`src/rtl/seg7_scan.sv`:
```
// Four-digit multiplexed seven-segment driver for the up/down counter.
// Shows the value as 00-15 with leading-zero blanking, a U/d direction glyph, and blinks while paused.
module seg7_scan #(
  parameter int REFRESH_DIV  = 100000,
  parameter int BLINK_FRAMES = 25,
  parameter bit ACTIVE_LOW   = 1
) (
  input  logic       clk,
  input  logic       rst,
  input  logic [3:0] value,
  input  logic       dir,
  input  logic       paused,
  output logic [3:0] an,
  output logic [6:0] seg,
  output logic       dp,
  output logic       frame_tick
);

  localparam int CW = (REFRESH_DIV > 2) ? $clog2(REFRESH_DIV) : 1;
  localparam int BW = $clog2(BLINK_FRAMES + 1);
  localparam logic [CW-1:0] CNT_MAX = CW'(REFRESH_DIV - 1);
  localparam logic [BW-1:0] BCNT_MAX = BW'(BLINK_FRAMES);

  localparam logic [6:0] SEG_U = 7'h3E;
  localparam logic [6:0] SEG_D = 7'h5E;

  logic [CW-1:0] cnt_q, cnt_d;
  logic [1:0]    idx_q, idx_d;
  logic [3:0]    value_q, value_d;
  logic          dir_q, dir_d;
  logic          paused_q, paused_d;
  logic [BW-1:0] bcnt_q, bcnt_d;
  logic          ph_q, ph_d;
  logic [3:0]    an_q, an_d;
  logic [6:0]    seg_q, seg_d;
  logic          dp_q, dp_d;
  logic          tick_q, tick_d;

  logic          slot_end, wrap;
  logic [3:0]    units;
  logic [3:0]    an_hi;
  logic [6:0]    seg_hi;
  logic          dp_hi;

  function automatic logic [6:0] dec7(input logic [3:0] d);
    logic [6:0] p;
    case (d)
      4'd0:    p = 7'h3F;
      4'd1:    p = 7'h06;
      4'd2:    p = 7'h5B;
      4'd3:    p = 7'h4F;
      4'd4:    p = 7'h66;
      4'd5:    p = 7'h6D;
      4'd6:    p = 7'h7D;
      4'd7:    p = 7'h07;
      4'd8:    p = 7'h7F;
      4'd9:    p = 7'h6F;
      default: p = 7'h00;
    endcase
    return p;
  endfunction

  always_comb begin
    cnt_d    = cnt_q + CW'(1);
    idx_d    = idx_q;
    value_d  = value_q;
    dir_d    = dir_q;
    paused_d = paused_q;
    bcnt_d   = bcnt_q;
    ph_d     = ph_q;
    tick_d   = 1'b0;

    slot_end = (cnt_q == CNT_MAX);
    wrap     = slot_end && (idx_q == 2'd3);

    if (slot_end) begin
      cnt_d = '0;
      idx_d = idx_q + 2'd1;
    end

    // Blink state follows the freshly captured paused flag, so resume is visible next frame.
    if (wrap) begin
      value_d  = value;
      dir_d    = dir;
      paused_d = paused;
      tick_d   = 1'b1;
      if (!paused) begin
        bcnt_d = '0;
        ph_d   = 1'b0;
      end else if (bcnt_q == BCNT_MAX) begin
        bcnt_d = BW'(1);
        ph_d   = ~ph_q;
      end else begin
        bcnt_d = bcnt_q + BW'(1);
      end
    end

    // Decode from next-state values so the registered outputs match the captured data.
    units = (value_d >= 4'd10) ? (value_d - 4'd10) : value_d;
    an_hi = 4'b0001 << idx_d;
    dp_hi = (idx_d == 2'd0) && paused_d;
    case (idx_d)
      2'd0:    seg_hi = ph_d ? 7'h00 : dec7(units);
      2'd1:    seg_hi = (ph_d || value_d < 4'd10) ? 7'h00 : dec7(4'd1);
      2'd2:    seg_hi = 7'h00;
      default: seg_hi = dir_d ? SEG_U : SEG_D;
    endcase

    an_d  = ACTIVE_LOW ? ~an_hi  : an_hi;
    seg_d = ACTIVE_LOW ? ~seg_hi : seg_hi;
    dp_d  = ACTIVE_LOW ? ~dp_hi  : dp_hi;
  end

  always_ff @(posedge clk) begin
    if (rst) begin
      cnt_q    <= CNT_MAX;
      idx_q    <= 2'd3;
      value_q  <= '0;
      dir_q    <= 1'b0;
      paused_q <= 1'b0;
      bcnt_q   <= '0;
      ph_q     <= 1'b0;
      an_q     <= ACTIVE_LOW ? 4'hF : 4'h0;
      seg_q    <= ACTIVE_LOW ? 7'h7F : 7'h00;
      dp_q     <= ACTIVE_LOW ? 1'b1 : 1'b0;
      tick_q   <= 1'b0;
    end else begin
      cnt_q    <= cnt_d;
      idx_q    <= idx_d;
      value_q  <= value_d;
      dir_q    <= dir_d;
      paused_q <= paused_d;
      bcnt_q   <= bcnt_d;
      ph_q     <= ph_d;
      an_q     <= an_d;
      seg_q    <= seg_d;
      dp_q     <= dp_d;
      tick_q   <= tick_d;
    end
  end

  assign an         = an_q;
  assign seg        = seg_q;
  assign dp         = dp_q;
  assign frame_tick = tick_q;

endmodule
```
`config.mk`:
```
export PLATFORM = sky130hd
export DESIGN_NAME = seg7_scan
export DESIGN_NICKNAME = d
export VERILOG_FILES = /design/src/rtl/seg7_scan.sv
export SDC_FILE = /design/constraint.sdc
export NUM_CORES = 1
export LEC_CHECK = 0
export ABC_CLOCK_PERIOD_IN_PS = 4690
export CORE_MARGIN = 2
export CORE_UTILIZATION = 61
export DETAILED_ROUTE_END_ITERATION = 16
export HOLD_SLACK_MARGIN = 0.05
export PLACE_DENSITY = 0.84
export SLEW_MARGIN = 20
export SYNTH_ARGS = -nofsm -noshare
export SYNTH_HDL_FRONTEND = slang
export SYNTH_SLANG_ARGS = --single-unit
```
`constraint.sdc`:
```
create_clock -name clk -period 4.69 [get_ports clk]
set_input_delay 0.469 -clock clk [delete_from_list [all_inputs] [get_ports clk]]
set_output_delay 0.469 -clock clk [all_outputs]
set_load 0.05 [all_outputs]
```
==> flow_metrics.env <==
export IMPL_post_synth_top_area_fraction=0.3820
export IMPL_cp_data_required_time_ps=4880
export IMPL_synth_cells_most_frequent="dfxtp_1, nand2_1, o21ai_0, nor2_1"
export IMPL_synthesis_area_sq_um=2306
export IMPL_drt_total_wl_um=4897
export IMPL_nets=305
export IMPL_sink_count=44
export IMPL_worst_case_clock_skew_ps=7.573
export IMPL_cp_start_kind="flop"
export IMPL_synthesized_flop_and_latch_total=44
export IMPL_least_margin_pin_slew_ps=551.7
export IMPL_critPathMaxStageDelay_ps=460
export IMPL_wire_per_inst_um=14.75
export IMPL_pin_count=21
export IMPL_fp_dieArea_sq_um=4288
export IMPL_criticalPathCategory="reg -> reg"
export IMPL_synth_warnings=0
export IMPL_syn_nets=288
export IMPL_setup_viol_count_final=0
export IMPL_drt_vias_per_instance=5.928
export IMPL_status="complete, no violations"
export IMPL_maxSlewViolCount=0
export IMPL_wire_length_of_the_first_global_routing_pass_um=8176
export IMPL_hold_crit_class="reg -> reg"
export IMPL_fillerInstances=278
export IMPL_grt_setup_unrepaired="false"
export IMPL_grt_remaining_overflow=0
export IMPL_pre_cts_ws_ps=1531
export IMPL_ys_flop_type="dfxtp_1"
export IMPL_hold_viol_final=0
export IMPL_post_synth_num_cell_types=52
export IMPL_gp_congestion=0.9366
export IMPL_synth_most_common_cell="dfxtp_1"
export IMPL_cp_data_arrival_time_ps=3350
export IMPL_synth_yosys_seq_area_share=0.3820
export IMPL_synth_largest_area_cell="dfxtp_1"
export IMPL_power_ir_vdd_worst_uv=574.6
export IMPL_maximum_count_of_clock_buffers_along_a_single_path=2
export IMPL_postSynth_asyncResetShare=0
export IMPL_hpwl_um=3510
export IMPL_timing_slew_headroom=0.6314
export IMPL_cts_repair_resize_count=0
export IMPL_dieHeight_um=65.49
export IMPL_grt_start_max_net_pins=29
export IMPL_finalCriticalPeriod_ps=3161
export IMPL_yosys_top_cells_area="dfxtp_1, ha_1, nand2_1, o21ai_0, xor2_1"
export IMPL_reg2reg_depth=11
export IMPL_synth_edff_count=0
export IMPL_drt_first_pass_iters=4
export IMPL_start_util=0.6299
export IMPL_multi_input_area_sq_um=1336
export IMPL_critical_path_endpoint_type="flop"
export IMPL_drv_cap=0
export IMPL_num_antenna_cells=0
export IMPL_totalNegativeSetupSlack_ps=0
export IMPL_placedCellCount=324
export IMPL_fp_dieW_um=65.49
export IMPL_worstPathMaxFanout=28
export IMPL_syn_avg_cell_area_sq_um=8.669
export IMPL_cts_htree_levels=2
export IMPL_power_leakage_nw=1.028
export IMPL_worstPathBufferInverterCount=1
export IMPL_clock_tree_root_cell="clkbuf_8"
export IMPL_post_dp_cell_area_sq_um=2522
export IMPL_drive_above_1_share=0.06690
export IMPL_path_delay_family="simple AND/OR/NAND/NOR gates"
export IMPL_holdWs_ps=505.0
export IMPL_cell_mode_on_critical_path="ha_1"
export IMPL_io_buffers=20
export IMPL_areaGrowthSynthToFinish_pct=14.38
export IMPL_achievable_frequency_ghz=0.3163
export IMPL_num_rows=22
export IMPL_core_area_sq_um=3661
export IMPL_post_synth_inst_count=266
export IMPL_grt_total_usage=0.2486
export IMPL_tritoncts_num_buffers=5
export IMPL_clock_pin_transition_on_the_worst_setup_and_hold_timing_paths_ps=90
export IMPL_seqCellArea_sq_um=880.8
export IMPL_post_cts_repair_setup_buffers=0
export IMPL_worstPathCellList="ha_1 > and4_4 > and4_1 > nand2_8 > mux2i_1 > inv_1 > ha_1 > o211ai_1 > o311ai_0 > a211oi_1 > a21oi_1"
export IMPL_drt_initial_drc_count=112
export IMPL_postRouteAntennaNets=0
export IMPL_drc=0
export IMPL_cts_hold_buffers_added=0
export IMPL_antenna_violations_before_repair=0
export IMPL_number_of_global_route_vias_before_repair=1761
export IMPL_fin_cells=332
export IMPL_cp_slowest_cell="and4_1"
export IMPL_cts_tree="done"
export IMPL_vias=1968
export IMPL_timing_critical_path_depth=11
export IMPL_clock_latency_ps=300
export IMPL_timing_final_crit_share=0.6740
export IMPL_worst_slack_ps=1529
export IMPL_final_cell_area_sq_um=2638
export IMPL_worst_hold_path_num_cells=2
export IMPL_powerDensity_nw_per_um2=639.5
worst reg2reg max path: cells and delay by family (launching register included):
kind	cells	cell delay [ps]
flip-flops	1	370
buffers and inverters	1	140
adder cells (fa/ha/maj)	2	500
multiplexers	1	400
AO/OA/AOI/OAI	4	720
AND/OR/NAND/NOR	3	930
placed cells by master (no fill, tap or decap), drive strengths merged, types with 2 or more instances in the layout:
cell type and instances:
or3 4, a21oi 14, clkdlybuf4s50 20, nand2 38, nor2 20, o21ai 21, nor4 2, nor2b 2
nand3 8, dfxtp 44, o32a 2, xor2 9, a21o 4, o211ai 4, nor4b 3, clkbuf 5
o21a 2, and4 2, o2111ai 2, or4 2, nand4 7, and2 2, a31oi 2, inv 10
xnor2 6, mux2 2, ha 14, or2 2, o311ai 2, and3 5, nand2b 2, mux2i 6
cell families (layout without fill, tap and decap cells):
group,Yosys count,count (layout),synth area share
XOR/XNOR,15,15,0.05697
multiplexers,8,8,0.04124
AO/OA/AOI/OAI,62,62,0.1715
AND/OR/NAND/NOR,102,102,0.2339
buffers and inverters,21,39,0.03852
flip-flops,44,44,0.3820
adder cells (fa/ha/maj),14,14,0.07596
per-layer routing:
layer | track usage | vias up | part of all wire
met5 | 0 | - | 0
met4 | 0.1094 | 0 | 0.022
met3 | 0.05993 | 11 | 0.056
met2 | 0.4158 | 70 | 0.48
met1 | 0.3031 | 903 | 0.44
li1 | - | 984 | -
registers in the layout, summed over array words and instances, names as in the netlist:
| name | count |
|---|---|
| paused_q | 1 |
| bcnt_q | 5 |
| idx_q | 2 |
| dp | 1 |
| an | 4 |
| value_q | 4 |
| ph_q | 1 |
| seg | 7 |
| frame_tick | 1 |
| cnt_q | 17 |
| dir_q | 1 |
layout make-up:
type	instances	share of cell area
well taps	48	0.02277
clock buffers	5	0.02609
clock inverters	3	0.01755
flip-flops and latches	44	0.3340
inverters	10	0.01423
repair buffers	21	0.07875
multi-input cells	201	0.5066
path summary, 6_finish.rpt:
check	from	end	slack, ps
setup / recovery	cnt_q[0]	seg[5]	1530
hold / removal	bcnt_q[1]	bcnt_q[1]	500
setup reg to reg	cnt_q[0]	seg[5]	1530
hold reg to reg	bcnt_q[1]	bcnt_q[1]	500
where the power goes:
| group | switching, mW | internal [mW] | total (mW) |
|---|---|---|---|
| Combinational | 0.512 | 0.332 | 0.844 |
| Sequential | 0.0752 | 0.470 | 0.545 |
| Clock | 0.137 | 0.160 | 0.297 |
stage by stage:
step	utilization	power [mW]
after floorplan	-	1.186
after global placement	0.6890	1.378
after detailed placement	0.6890	1.391
after CTS	0.7204	1.691
after global routing	0.7204	1.795
final	0.7204	1.687
(Power assumes the default switching activity.)
